`config.mk`:
```
export PLATFORM = sky130hd
export DESIGN_NAME = sistema_ula_param
export DESIGN_NICKNAME = d
export VERILOG_FILES = /design/src/rtl/sistema_ula_param.sv
export SDC_FILE = /design/constraint.sdc
export NUM_CORES = 1
export LEC_CHECK = 0
export ABC_AREA = 1
export CORE_MARGIN = 3
export CORE_UTILIZATION = 55
export CTS_CLUSTER_SIZE = 25
export DETAILED_ROUTE_END_ITERATION = 10
export HOLD_SLACK_MARGIN = 0.02
export PLACE_DENSITY = 0.76
export SLEW_MARGIN = 10
export SYNTH_ARGS = -nofsm -noshare
export SYNTH_HDL_FRONTEND = slang
export SYNTH_SLANG_ARGS = --single-unit
```
`constraint.sdc`:
```
create_clock -name clk -period 6.06 [get_ports clk]
set_clock_uncertainty 0.2 [all_clocks]
set_input_delay 1.515 -clock clk [delete_from_list [all_inputs] [get_ports clk]]
set_output_delay 1.515 -clock clk [all_outputs]
set_load 0.005 [all_outputs]
```
`src/rtl/sistema_ula_param.sv`:
```
// sistema_ula_param: push-button ALU with sequential binary-to-BCD conversion.
// The operator enters operand A, operand B and the opcode on `switches`,
// one button press each. The block then executes the operation, registers
// the result and flags, and converts |result| to packed BCD (double dabble,
// one bit per cycle).
//
// Ports:
//   clk          rising-edge system clock
//   reset_n      asynchronous active-low reset
//   push_button  raw (debounced) button, active-high, asynchronous to clk
//   switches     operand / opcode entry (opcode on switches[2:0])
//   a_val/b_val  latched operands
//   op_val       latched opcode
//   state        current FSM state code
//   result       registered two's-complement result, 2*WIDTH bits
//   led_zero/led_neg/led_overflow  registered flags
//   result_bcd   packed BCD magnitude of result, digit 0 in [3:0]
//   busy         high in EXEC and CONVERT
//   done         one-cycle pulse on entry to SHOW
module sistema_ula_param #(
  parameter int WIDTH  = 3,
  parameter int DIGITS = 2
) (
  input  logic                  clk,
  input  logic                  reset_n,
  input  logic                  push_button,
  input  logic [WIDTH-1:0]      switches,
  output logic [WIDTH-1:0]      a_val,
  output logic [WIDTH-1:0]      b_val,
  output logic [2:0]            op_val,
  output logic [2:0]            state,
  output logic [2*WIDTH-1:0]    result,
  output logic                  led_zero,
  output logic                  led_neg,
  output logic                  led_overflow,
  output logic [4*DIGITS-1:0]   result_bcd,
  output logic                  busy,
  output logic                  done
);

  localparam int RES_W = 2 * WIDTH;
  localparam int BCD_W = 4 * DIGITS;
  localparam int CNT_W = $clog2(RES_W);
  localparam logic [CNT_W-1:0] CNT_LAST = CNT_W'(RES_W - 1);

  localparam logic [2:0] LOAD_A  = 3'd0;
  localparam logic [2:0] LOAD_B  = 3'd1;
  localparam logic [2:0] LOAD_OP = 3'd2;
  localparam logic [2:0] EXEC    = 3'd3;
  localparam logic [2:0] CONVERT = 3'd4;
  localparam logic [2:0] SHOW    = 3'd5;

  localparam logic [2:0] OP_ADD = 3'b000;
  localparam logic [2:0] OP_SUB = 3'b001;
  localparam logic [2:0] OP_AND = 3'b010;
  localparam logic [2:0] OP_OR  = 3'b011;
  localparam logic [2:0] OP_XOR = 3'b100;
  localparam logic [2:0] OP_NOT = 3'b101;
  localparam logic [2:0] OP_MUL = 3'b110;
  localparam logic [2:0] OP_SHL = 3'b111;

  // Button synchroniser and edge detector
  logic sync1, sync2, prev;
  logic press;

  assign press = sync2 & ~prev;

  // ALU datapath (combinational, consumed in EXEC)
  logic [RES_W-1:0] a_ext, b_ext;
  logic [RES_W-1:0] alu_res, alu_mag;
  logic             alu_neg, alu_ovf;

  always_comb begin
    a_ext   = {{(RES_W-WIDTH){1'b0}}, a_val};
    b_ext   = {{(RES_W-WIDTH){1'b0}}, b_val};
    alu_res = '0;
    alu_neg = 1'b0;
    case (op_val)
      OP_ADD: alu_res = a_ext + b_ext;
      OP_SUB: begin
        alu_res = a_ext - b_ext;
        alu_neg = (a_val < b_val);
      end
      OP_AND: alu_res = a_ext & b_ext;
      OP_OR:  alu_res = a_ext | b_ext;
      OP_XOR: alu_res = a_ext ^ b_ext;
      OP_NOT: alu_res = {{(RES_W-WIDTH){1'b0}}, ~a_val};
      OP_MUL: alu_res = a_ext * b_ext;
      OP_SHL: alu_res = a_ext << b_val[1:0];
      default: alu_res = '0;
    endcase
    // Only the growing operations can exceed the operand width.
    alu_ovf = ((op_val == OP_ADD) || (op_val == OP_MUL) || (op_val == OP_SHL))
              && (|alu_res[RES_W-1:WIDTH]);
    alu_mag = alu_neg ? (-alu_res) : alu_res;
  end

  // Double-dabble shift registers
  logic [RES_W-1:0] bin_sh;
  logic [BCD_W-1:0] bcd_sh;
  logic [BCD_W-1:0] bcd_adj, bcd_next;
  logic [CNT_W-1:0] cnt;

  always_comb begin
    bcd_adj = bcd_sh;
    for (int unsigned d = 0; d < DIGITS; d++) begin
      if (bcd_sh[4*d +: 4] >= 4'd5)
        bcd_adj[4*d +: 4] = bcd_sh[4*d +: 4] + 4'd3;
    end
    bcd_next = {bcd_adj[BCD_W-2:0], bin_sh[RES_W-1]};
  end

  assign busy = (state == EXEC) || (state == CONVERT);

  always_ff @(posedge clk or negedge reset_n) begin
    if (!reset_n) begin
      sync1        <= 1'b0;
      sync2        <= 1'b0;
      prev         <= 1'b0;
      state        <= LOAD_A;
      a_val        <= '0;
      b_val        <= '0;
      op_val       <= '0;
      result       <= '0;
      led_zero     <= 1'b0;
      led_neg      <= 1'b0;
      led_overflow <= 1'b0;
      result_bcd   <= '0;
      bin_sh       <= '0;
      bcd_sh       <= '0;
      cnt          <= '0;
      done         <= 1'b0;
    end else begin
      sync1 <= push_button;
      sync2 <= sync1;
      prev  <= sync2;
      done  <= 1'b0;
      case (state)
        LOAD_A: if (press) begin
          a_val <= switches;
          state <= LOAD_B;
        end
        LOAD_B: if (press) begin
          b_val <= switches;
          state <= LOAD_OP;
        end
        LOAD_OP: if (press) begin
          op_val <= switches[2:0];
          state  <= EXEC;
        end
        EXEC: begin
          result       <= alu_res;
          led_zero     <= (alu_res == '0);
          led_neg      <= alu_neg;
          led_overflow <= alu_ovf;
          bin_sh       <= alu_mag;
          bcd_sh       <= '0;
          cnt          <= '0;
          state        <= CONVERT;
        end
        CONVERT: begin
          bcd_sh <= bcd_next;
          bin_sh <= bin_sh << 1;
          cnt    <= cnt + CNT_W'(1);
          // Publish only the final value so result_bcd never shows a partial conversion.
          if (cnt == CNT_LAST) begin
            result_bcd <= bcd_next;
            done       <= 1'b1;
            state      <= SHOW;
          end
        end
        SHOW: if (press) begin
          result       <= '0;
          led_zero     <= 1'b0;
          led_neg      <= 1'b0;
          led_overflow <= 1'b0;
          result_bcd   <= '0;
          state        <= LOAD_A;
        end
        default: state <= LOAD_A;
      endcase
    end
  end

endmodule

```
==> results of run 1 <==
how the worst max path moves through the flow:
stage / to / cells past startpoint / start
finish: busy / 4 / state[2]
global route: busy / 5 / state[1]
CTS: busy / 4 / state[2]
detailed placement: busy / 5 / state[1]
global placement: busy / 4 / state[2]
floorplan: bin_sh[3] / 15 / a_val[1]
state kept, by name (all words and copies together) (netlist names), 3 cells and up:
register    cells
a_val           3
b_val           3
cnt             3
bcd_sh          8
bin_sh          6
op_val          3
result          6
state           3
result_bcd      8
per-layer routing:
| layer | GRT usage [%] | share of wire (%) | vias up |
|---|---|---|---|
| met4 | 5.405 | 0.91 | 0 |
| met2 | 32.76 | 45 | 76 |
| met5 | 0 | 0 | - |
| met3 | 3.326 | 6.1 | 8 |
| li1 | - | - | 1310 |
| met1 | 32.62 | 48 | 1183 |
power groups by stage:
stage | clock network [uW] | logic [uW] | registers, uW
floorplan | 0 | 734 | 532
global placement | 0 | 976 | 587
detailed placement | 0 | 1000 | 592
CTS | 233 | 1010 | 584
global route | 245 | 1160 | 605
finish | 227 | 1010 | 587
final cells by class:
| cell class | instances | area [sq um] | area share [%] |
|---|---|---|---|
| tap | 70 | 87.58 | 2.423 |
| clock inverter | 2 | 37.54 | 1.038 |
| sequential | 50 | 1251 | 34.61 |
| inverter | 58 | 220.2 | 6.092 |
| multi-input combinational | 258 | 1583 | 43.79 |
| timing repair buffer | 37 | 362.8 | 10.04 |
| clock buffer | 6 | 72.57 | 2.008 |
cells in the final DEF, fill, tap and decap left out, types with 5 or more instances in the layout:
cell type	netlist	routed
nand3_1	33	33
nor2_1	22	22
nand4_1	9	9
clkdlybuf4s50_1	0	35
o21ai_1	13	13
inv_2	11	11
dfrtp_1	50	50
clkbuf_8	0	5
o21ai_0	23	23
o22ai_1	14	14
ha_1	24	24
nand2_1	69	69
a21oi_1	8	8
inv_1	46	46
cell families after synthesis:
group,after synthesis,share of synthesized area [%]
AND/OR/NAND/NOR,158,24.95
buffers and inverters,67,9.000
AO/OA/AOI/OAI,66,11.93
flip-flops,50,40.18
adder cells (fa/ha/maj),28,12.21
XOR/XNOR,5,1.406
multiplexers,1,0.3214
critical path: stages (launching register included):
cell and delay [ps]:
dfrtp_1 470, nor3_4 400, inv_2 210, nand2_2 320
clkdlybuf4s50_1 570
per-stage QoR:
| step | power (uW) | utilization (%) | worst slack (ps) |
|---|---|---|---|
| 6_report | 1824 | 68.17 | 2076 |
| 4_1_cts | 1828 | 68.17 | 2077 |
| 2_1_floorplan | 1267 | - | 3145 |
| 5_1_grt | 2007 | 68.17 | 1956 |
| 3_5_place_dp | 1594 | 66.09 | 2411 |
| 3_3_place_gp | 1563 | 66.09 | 2482 |
==> flow_summary_export.csv, run 1 <==
group,metric,value,unit
synth,yosysMostFrequentCell,"nand2_1",
route,via_count,2577,
synth,ys.flop_type,"dfrtp_1",
place,port_buffers,36,
clock_network,insertion_delay,300,ps
clock_network,cts_sinks,50,
synth,synth.avg_cell_area,8.305,sq um
floorplan,start_util,58.73,%
finish,antenna_cells,0,
status,status,"completed",
pwr,ir_drop,0.3460,mV
synth,synth.distinct_cells,35,
timing,slew_headroom,55.94,%
worst_setup_path,arrival,2270,ps
synth,synth_nets,409,
synth,synth_top_area_share,40.18,%
grt,overflow,0,
clock_network,cts_repair_resize_count,0,
worst_hold_path,hold_end,"sync2",
worst_setup_path,critPathKind,"flop to output port",
worst_setup_path,reg2reg_depth,15,
pwr,power_density,504.7,nW/um^2
clock_network,clkTransAtPathRegs,90,ps
grt,grt_pass1_wl,11070,microns
floorplan,die_x,81.25,microns
timing,max_freq,0.2510,GHz
pwr,p_comb_share,55.3,%
worst_setup_path,worstReg2RegEnd,"bin_sh[3]",
synth,async_reset_ff_share,100.0,%
pwr,intPower,979.2,uW
floorplan,core-area,5303,sq um
route,routed_via_density,5.358,
finish,final_area,3615,sq um
flow_run,drv_cap,0,
pwr,power.share.clock,12.5,%
clock_network,cts_tree,"yes",
worst_setup_path,endpoint_kind,"output port",
synth,seq_area_frac_synth,40.18,%
synth,ys_top_cells_by_area,"dfrtp_1, ha_1, nand2_1",
clock_network,numCtsBuffers,5,
place,dp.cells,473,
clock_network,clk_path_buf_depth,2,
worst_setup_path,ff2ff_setup_slack,2880,ps
grt,grt_max_degree,51,
timing,fin_crit,3984,ps
floorplan,placementRows,26,
floorplan,dieArea,6601,sq um
floorplan,boundaryPins,37,
clock_network,ctsHoldBuffers,0,
clock_network,htreeDepth,2,
route,wire_per_inst,13.51,microns
finish,layout-drive-gt1-share,10.95,%
timing,setup_viol,0,
route,dr.pass1.iters,4,
route,wirelength,6498,microns
timing,period_share,65.74,%
route,antenna_left,0,
finish,fillers,420,
route,drc,0,
pwr,p_sw,845.2,uW
synth,yosysWarnings,0,
grt,grt_pass1_vias,2372,
pwr,leakage,0.001814,uW
clock_network,cts_setup_buffers,0,
synth,yosys.area.top_type,"dfrtp_1",
synth,synthTopCellsByCount,"nand2_1, dfrtp_1, inv_1",
synth,synth_edf_count,0,
synth,synthCells,375,
timing,hold_ws,170.4,ps
route,drt_iter0_markers,211,
timing,tightest_slew,659.1,ps
synth,syn_area,3114,sq um
place,place_congestion,0.8992,
place,postPlaceCellArea,3505,sq um
worst_setup_path,critical_path_peak_fanout,18,
synth,synth_seq_cells,50,
finish,nets,444,
worst_setup_path,r2r_start,"a_val[1]",
finish,syn2layout_area_growth,16.07,%
worst_hold_path,hp-start,"sync1",
pwr,sequentialPowerShare,32.2,%
finish,final_cells,481,
grt,antenna_found_initial,0,
timing,fin_tns_setup,0,ps
grt,track_usage,21.71,%
floorplan,dieHeight,81.25,microns
worst_setup_path,worstPathRequired,4350,ps
pwr,sw_frac_of_total,46.33,%
place,place_hpwl,5012,microns
worst_hold_path,min_path_type,"flop to flop",
clock_network,root_buffer,"clkbuf_8",
timing,slew_viol_final,0,
timing,grt_setup_unrepaired,"no",
timing,hold_viol,0,
worst_hold_path,min_path_cells,0,
worst_setup_path,cp-start-kind,"flop",
No activity file was read; power rests on OpenSTA's default activity.
==> run 2, diff against run 1 <==
Settings changed: CORE_UTILIZATION 55 to 51, PLACE_DENSITY 0.76 to 0.74.
Clock period 6.06 ns to 3.48 ns, I/O delays scaled along.
==> flow_summary_export.csv, run 2 (synthesized netlist as in run 1, its figures left out) <==
group,metric,value,unit
status,status,"completed",
clock_network,numCtsBuffers,5,
floorplan,die_x,84.15,microns
timing,hold_ws,155.0,ps
route,wirelength,6807,microns
flow_run,drv_cap,0,
route,via_count,2585,
timing,tightest_slew,682.0,ps
finish,nets,448,
route,antenna_left,0,
timing,max_freq,0.3216,GHz
clock_network,cts_repair_resize_count,0,
pwr,power_density,866.5,nW/um^2
timing,period_share,89.36,%
floorplan,start_util,54.55,%
route,dr.pass1.iters,4,
place,place_congestion,0.9135,
timing,setup_viol,0,
timing,grt_setup_unrepaired,"no",
grt,antenna_found_initial,0,
clock_network,htreeDepth,2,
route,drt_iter0_markers,204,
floorplan,dieHeight,84.15,microns
timing,fin_tns_setup,0,ps
worst_setup_path,worstPathRequired,2410,ps
clock_network,ctsHoldBuffers,0,
finish,top_regs,"bcd_sh (8), result_bcd (8)",
worst_setup_path,endpoint_kind,"output port",
clock_network,clkTransAtPathRegs,80,ps
clock_network,cts_tree,"yes",
route,dr_wl_met3,492,microns
grt,track_usage,20.65,%
worst_hold_path,min_path_type,"flop to flop",
floorplan,dieArea,7080,sq um
finish,layout_commonest_cell,"nand2_1",
route,wl_met2,3068,microns
grt,grt_max_degree,25,
route,wire_per_inst,13.98,microns
timing,hold_viol,0,
finish,layout-drive-gt1-share,11.81,%
worst_setup_path,critical_path_peak_fanout,15,
clock_network,cts_setup_buffers,0,
clock_network,cts_sinks,50,
place,port_buffers,36,
timing,fin_crit,3110,ps
floorplan,core-area,5709,sq um
pwr,leakage,0.001831,uW
clock_network,clk_path_buf_depth,2,
timing,slew_viol_final,0,
pwr,total_power,3144,uW
worst_setup_path,arrival,2040,ps
place,place_hpwl,5193,microns
grt,overflow,0,
finish,final_cell_mix,"nand2_1, dfrtp_1, inv_1",
finish,antenna_cells,0,
floorplan,placementRows,27,
finish,syn2layout_area_growth,16.51,%
timing,slew_headroom,54.41,%
route,routed_via_density,5.308,
grt,grt_pass1_vias,2528,
worst_setup_path,cp-start-kind,"flop",
pwr,ir_drop,0.5450,mV
clock_network,insertion_delay,300,ps
grt,grt_pass1_wl,11850,microns
route,wl_met1,3162,microns
clock_network,root_buffer,"clkbuf_8",
route,drc,0,
worst_setup_path,critPathKind,"flop to output port",
route,routed.top_layer,"met4",
floorplan,boundaryPins,37,
[run 2: critical path: stages, from the launching register on]
cell	delay, ps
dfrtp_1	440
inv_2	80
nor3_4	390
inv_2	220
nand2_2	120
clkdlybuf4s50_1	500
[run 2: final cells by class]
type,count,area (sq um)
sequential,50,1251
multi-input combinational,258,1583
clock buffer,7,86.33
clock inverter,1,5.005
tap,72,90.09
fill,484,2081
inverter,58,220.2
timing repair buffer,41,392.9
[run 2: per-layer routing]
layer	GRT usage (%)	vias to the layer above
met4	5.702	0
met1	28.27	1187
met3	6.477	7
met2	31.78	77
met5	0	-
li1	-	1314
[run 2: final timing paths]
check / startpoint / end / slack (ps) / cells after the start
setup / recovery: state[1] / busy / 370 / 5
hold / removal: sync1 / sync2 / 160 / 0
setup reg to reg: b_val[2] / bin_sh[3] / 570 / 15
hold reg to reg: sync1 / sync2 / 160 / 0
max in group asynchronous: reset_n / a_val[0] / 2060 / 2
min in group asynchronous: reset_n / result[4] / 350 / 1
[run 2: metrics by stage]
step           cells  utilization (%)  area, sq um  setup WS [ps]
6_report         487            63.55         3628          370.4
5_1_grt          487            63.55         3628          249.4
4_1_cts          487            63.55         3628          361.9
3_5_place_dp     479            61.95         3537          575.5
3_3_place_gp     479            61.95         3537          662.1
2_1_floorplan    375                -         3114          564.6
[run 2: power by group]
group	switching [uW]	internal [uW]	leakage [uW]
registers	226	754	0.000652
clock network	183	161	0.0000482
logic	1060	761	0.00113
==> run 3, diff against run 2 <==
Settings changed: SETUP_SLACK_MARGIN set to 0.15.
==> results of run 3 <==
Same layout as run 2: the final DEF is identical, and so are final timing and power.
==> variant 1 (flow settings as in run 3) <==
Change the parameter `WIDTH` from 3 to 6.
--- a/src/rtl/sistema_ula_param.sv
+++ b/src/rtl/sistema_ula_param.sv
@@ -18,7 +18,7 @@
 //   busy         high in EXEC and CONVERT
 //   done         one-cycle pulse on entry to SHOW
 module sistema_ula_param #(
-  parameter int WIDTH  = 3,
+  parameter int WIDTH  = 6,
   parameter int DIGITS = 2
 ) (
   input  logic                  clk,
Interface: changed (resized a_val, b_val, result and switches); port bits go from 37 to 52. The function was not compared with the original's and may differ.
==> variant 1 against run 3 <==
The run now ends with negative setup slack left; worst setup slack worse by 0.60 ns; area after synthesis up 77%; cell area up 96%; wire length up 120%; critical path depth up 12; sequential cell count up 19; critical path type is now flop to flop.
Power is not shown: default switching activity piles up to over one toggle a cycle in this logic, so the estimate is an artifact.
==> variant 1: results (changes against run 3) <==
Yosys cell types=42 (was 35); Crit. Startpoint=a_val[2] (was state[1]); final setup margin=-0.2246 ns (was 0.3704 ns); share of cells above drive strength 1=23.38% (was 11.81%); Detail Route met2 WL=7.872 mm (was 3.068 mm); Fin Setup TNS=-2.414 ns (was 0 ns); Synth Register Bits=69 (was 50); H-tree depth=3 (was 2); multi-input logic area=3460 sq um (was 1583 sq um); Non-Clock Buffer Count=115 (was 41); Synth Area in XOR/XNOR=1.111% (was 1.406%); Synth Area in Compound Gates=11.75% (was 11.93%); cell count after synthesis=740 (was 375); post-route cell area=7106 sq um (was 3628 sq um); Seq area share=24.46% (was 34.48%); DR vias=5213 (was 2585); post-synthesis sequential area ratio=31.29% (was 40.18%); post-synthesis adder-cell area fraction=17.10% (was 12.21%); crit-path max FO=6 (was 15); overall global routing resource usage=26.29% (was 20.65%); largest net degree at the start of global routing=33 (was 25); DR pass1 iterations=5 (was 4); first-pass GRT wire length=24.61 mm (was 11.85 mm); Via density=5.282 (was 5.308); final setup violation count=17 (was 0); Routed WL per cell=15.36 um (was 13.98 um); Worst Path Arrival=3.80 ns (was 2.04 ns); failing checks=negative setup slack; status=finished, violations left (was completed); placed cell area=6601 sq um (was 3537 sq um); commonest cells in the netlist=nand2_1 (185), inv_1 (129), dfrtp_1 (69) (was nand2_1 (69), dfrtp_1 (50), inv_1 (46))
==> variant 1: changes by cell type after synthesis, moves of 19 or more <==
| cell | run 3 | this run |
|---|---|---|
| inv_1 | 46 | 129 |
| nand2_1 | 69 | 185 |
| nor2_1 | 22 | 43 |
| dfrtp_1 | 50 | 69 |
| ha_1 | 24 | 45 |
| a21oi_1 | 8 | 27 |
| o21ai_0 | 23 | 44 |
==> variant 1: what timing repair did <==
action / CTS / global route
pin swaps: 3 / 23
hold buffers: 0 / 0
setup endpoints to repair: 18 / 19
gates resized for setup: 12 / 43
buffers inserted: 5 / 8
==> variant 1: how the worst min path moves through the flow <==
stage,startpoint,to,slack (ns)
6_report,sync1,sync2,0.16
5_1_grt,sync1,sync2,0.17
4_1_cts,sync1,sync2,0.16
3_5_place_dp,sync1,sync2,0.15
3_3_place_gp,sync1,sync2,0.13
2_1_floorplan,sync1,sync2,0.13
==> variant 2 (settings of run 3) <==
Without the edit above. Register the inputs `push_button` and `switches` before use, cleared by the reset. The logic sees them one clock later.
--- a/src/rtl/sistema_ula_param.sv
+++ b/src/rtl/sistema_ula_param.sv
@@ -58,6 +58,19 @@
   localparam logic [2:0] OP_NOT = 3'b101;
   localparam logic [2:0] OP_MUL = 3'b110;
   localparam logic [2:0] OP_SHL = 3'b111;
+
+  logic push_button_q;
+  logic [WIDTH-1:0] switches_q;
+
+  always_ff @(posedge clk or negedge reset_n) begin
+    if (!reset_n) begin
+      push_button_q <= '0;
+      switches_q    <= '0;
+    end else begin
+      push_button_q <= push_button;
+      switches_q    <= switches;
+    end
+  end
 
   // Button synchroniser and edge detector
   logic sync1, sync2, prev;
@@ -131,21 +144,21 @@
       cnt          <= '0;
       done         <= 1'b0;
     end else begin
-      sync1 <= push_button;
+      sync1 <= push_button_q;
       sync2 <= sync1;
       prev  <= sync2;
       done  <= 1'b0;
       case (state)
         LOAD_A: if (press) begin
-          a_val <= switches;
+          a_val <= switches_q;
           state <= LOAD_B;
         end
         LOAD_B: if (press) begin
-          b_val <= switches;
+          b_val <= switches_q;
           state <= LOAD_OP;
         end
         LOAD_OP: if (press) begin
-          op_val <= switches[2:0];
+          op_val <= switches_q[2:0];
           state  <= EXEC;
         end
         EXEC: begin
Function: changed (a bounded check fails within 4 cycles, from zero or initial values and one cycle with reset_n low).
==> variant 2 against run 3 <==
Sequential cell count up 4; worst setup slack better by 0.049 ns; die area up 2.0%; cell area up 1.7%; wire length up 0.50%; power down 12%; hold slack worse by 0.011 ns; first-iteration DRC count up 3.4%; count of clock-buffer cells in the layout down 1; critical endpoint is now bin_sh[3]; area after synthesis up 2.1%; utilization down 2.0 points.
==> variant 2: results (changes against run 3) <==
Detail Route met2 WL=3.199 mm (was 3.068 mm); CTS Buffer Depth=2 (unchanged); Hold WC Path Type=flop to flop (unchanged); post-route non-filler standard cell count=498 (was 487); Post-DP HPWL=5.263 mm (was 5.193 mm); Yosys cell types=34 (was 35); status=completed (unchanged); n_diodes=0 (unchanged); Syn-to-layout area delta=16.01% (was 16.51%); met3 routed WL=283 um (was 492 um); VDD IR max=516.0 uV (was 545.0 uV); Final #Nets=456 (was 448); CTS Buf Count=5 (unchanged); Slew @ Worst Pin=0.5697 ns (was 0.6820 ns); CTS root buf=clkbuf_8 (unchanged); Antenna Nets Post-Route=0 (unchanged); commonest cells in the netlist=nand2_1 (89), dfrtp_1 (54), inv_1 (47) (was nand2_1 (69), dfrtp_1 (50), inv_1 (46)); Syn Nets=417 (was 409); # fillers=511 (was 484); largest cells by area after synthesis=dfrtp_1 (42%), nand2_1 (11%), ha_1 (9.4%), inv_1 (5.5%), nand3_1 (5.2%) (was dfrtp_1 (40%), ha_1 (9.6%), nand2_1 (8.3%), inv_1 (5.5%), nand3_1 (5.3%)); DR vias=2675 (was 2585); PostCTS Resize Cnt=0 (unchanged); clock slew seen by the registers of the worst setup and hold paths=0.10 ns (was 0.08 ns); RD Place Congestion=0.9213 (was 0.9135); crit-path max FO=11 (was 15); vias in the first global route=2534 (was 2528); DRC violations left=0 (unchanged); 1st-iter DRT viols=211 (was 204); input/output buffers=36 (unchanged); CP peak stage delay=0.58 ns (was 0.50 ns); DR pass1 iterations=5 (was 4); placed cell count=490 (was 479); Routed Wire Length=6.841 mm (was 6.807 mm); share of cells above drive strength 1=8.274% (was 11.81%); Post-CTS Repair Setup Buffers=0 (unchanged); metal1 wirelength=3.268 mm (was 3.162 mm); overall global routing resource usage=19.99% (was 20.65%); Highest Signal Layer=met4 (unchanged); post-synthesis sequential area ratio=42.49% (was 40.18%); Synth Area per Inst=8.304 sq um (was 8.305 sq um); Leakage=1.809 nW (was 1.831 nW); Worst Path Arrival=3.06 ns (was 2.04 ns); Crit-path slowest cell=dfrtp_1 (was clkdlybuf4s50_1); Clock Latency Late Sink=0.31 ns; CP top delay family=adder cells (was buffers and inverters); Setup WS pre-CTS=0.4540 ns (was 0.5755 ns); initial antenna violation count=0 (unchanged); placed cell area=3603 sq um (was 3537 sq um); largest net degree at the start of global routing=30 (was 25); ys async rst share=100.0% (unchanged); first-pass GRT wire length=11.76 mm (was 11.85 mm)
[variant 2: changes by cell type after synthesis, sizes merged, moves of 2 or more]
cell	run 3	this run
o22ai	14	11
nand2	76	92
a21oi	8	13
nor2	28	22
nand4	9	5
inv	58	53
o21ai	36	38
dfrtp	50	54
nand3	37	35
[variant 2: final cells by class]
class / count / area share, %
Timing Repair Buffer: 40 / 10.44
Multi-Input combinational cell: 268 / 42.52
Sequential cell: 54 / 36.62
Inverter: 53 / 5.527
Tap cell: 75 / 2.543
Clock buffer: 6 / 1.967
Clock inverter: 2 / 0.3730
[variant 2: power by group]
| part | leakage (nW) | total [mW] | switching, mW | internal, mW |
|---|---|---|---|---|
| combinational | 1.05 | 1.43 | 0.830 | 0.602 |
| clock | 0.0452 | 0.354 | 0.211 | 0.143 |
| sequential | 0.709 | 0.984 | 0.203 | 0.780 |
[variant 2: kinds of logic after synthesis]
group	Yosys count	synth area share [%]
and+or+nand+nor	163	23.13
xor gates and xnor gates	7	1.928
buffers and inverters	61	8.183
AOI/OAI and AO/OA	70	12.31
adders and majority gates	28	11.96
DFF	54	42.49
[variant 2: worst paths after layout]
kind | start | endpoint | slack (ns) | cells after the start
setup / recovery | b_val[1] | bin_sh[3] | 0.42 | 16
hold / removal | push_button_q | sync1 | 0.14 | 0
setup reg to reg | b_val[1] | bin_sh[3] | 0.42 | 16
hold reg to reg | push_button_q | sync1 | 0.14 | 0
max in group asynchronous | reset_n | push_button_q | 2.13 | 2
min in group asynchronous | reset_n | result[1] | 0.25 | 1
[variant 2: layer usage]
layer | global-route usage, % | up-vias
met3 | 4.272 | 7
li1 | - | 1328
met2 | 29.73 | 61
met5 | 0 | -
met4 | 6.043 | 0
met1 | 29.42 | 1279
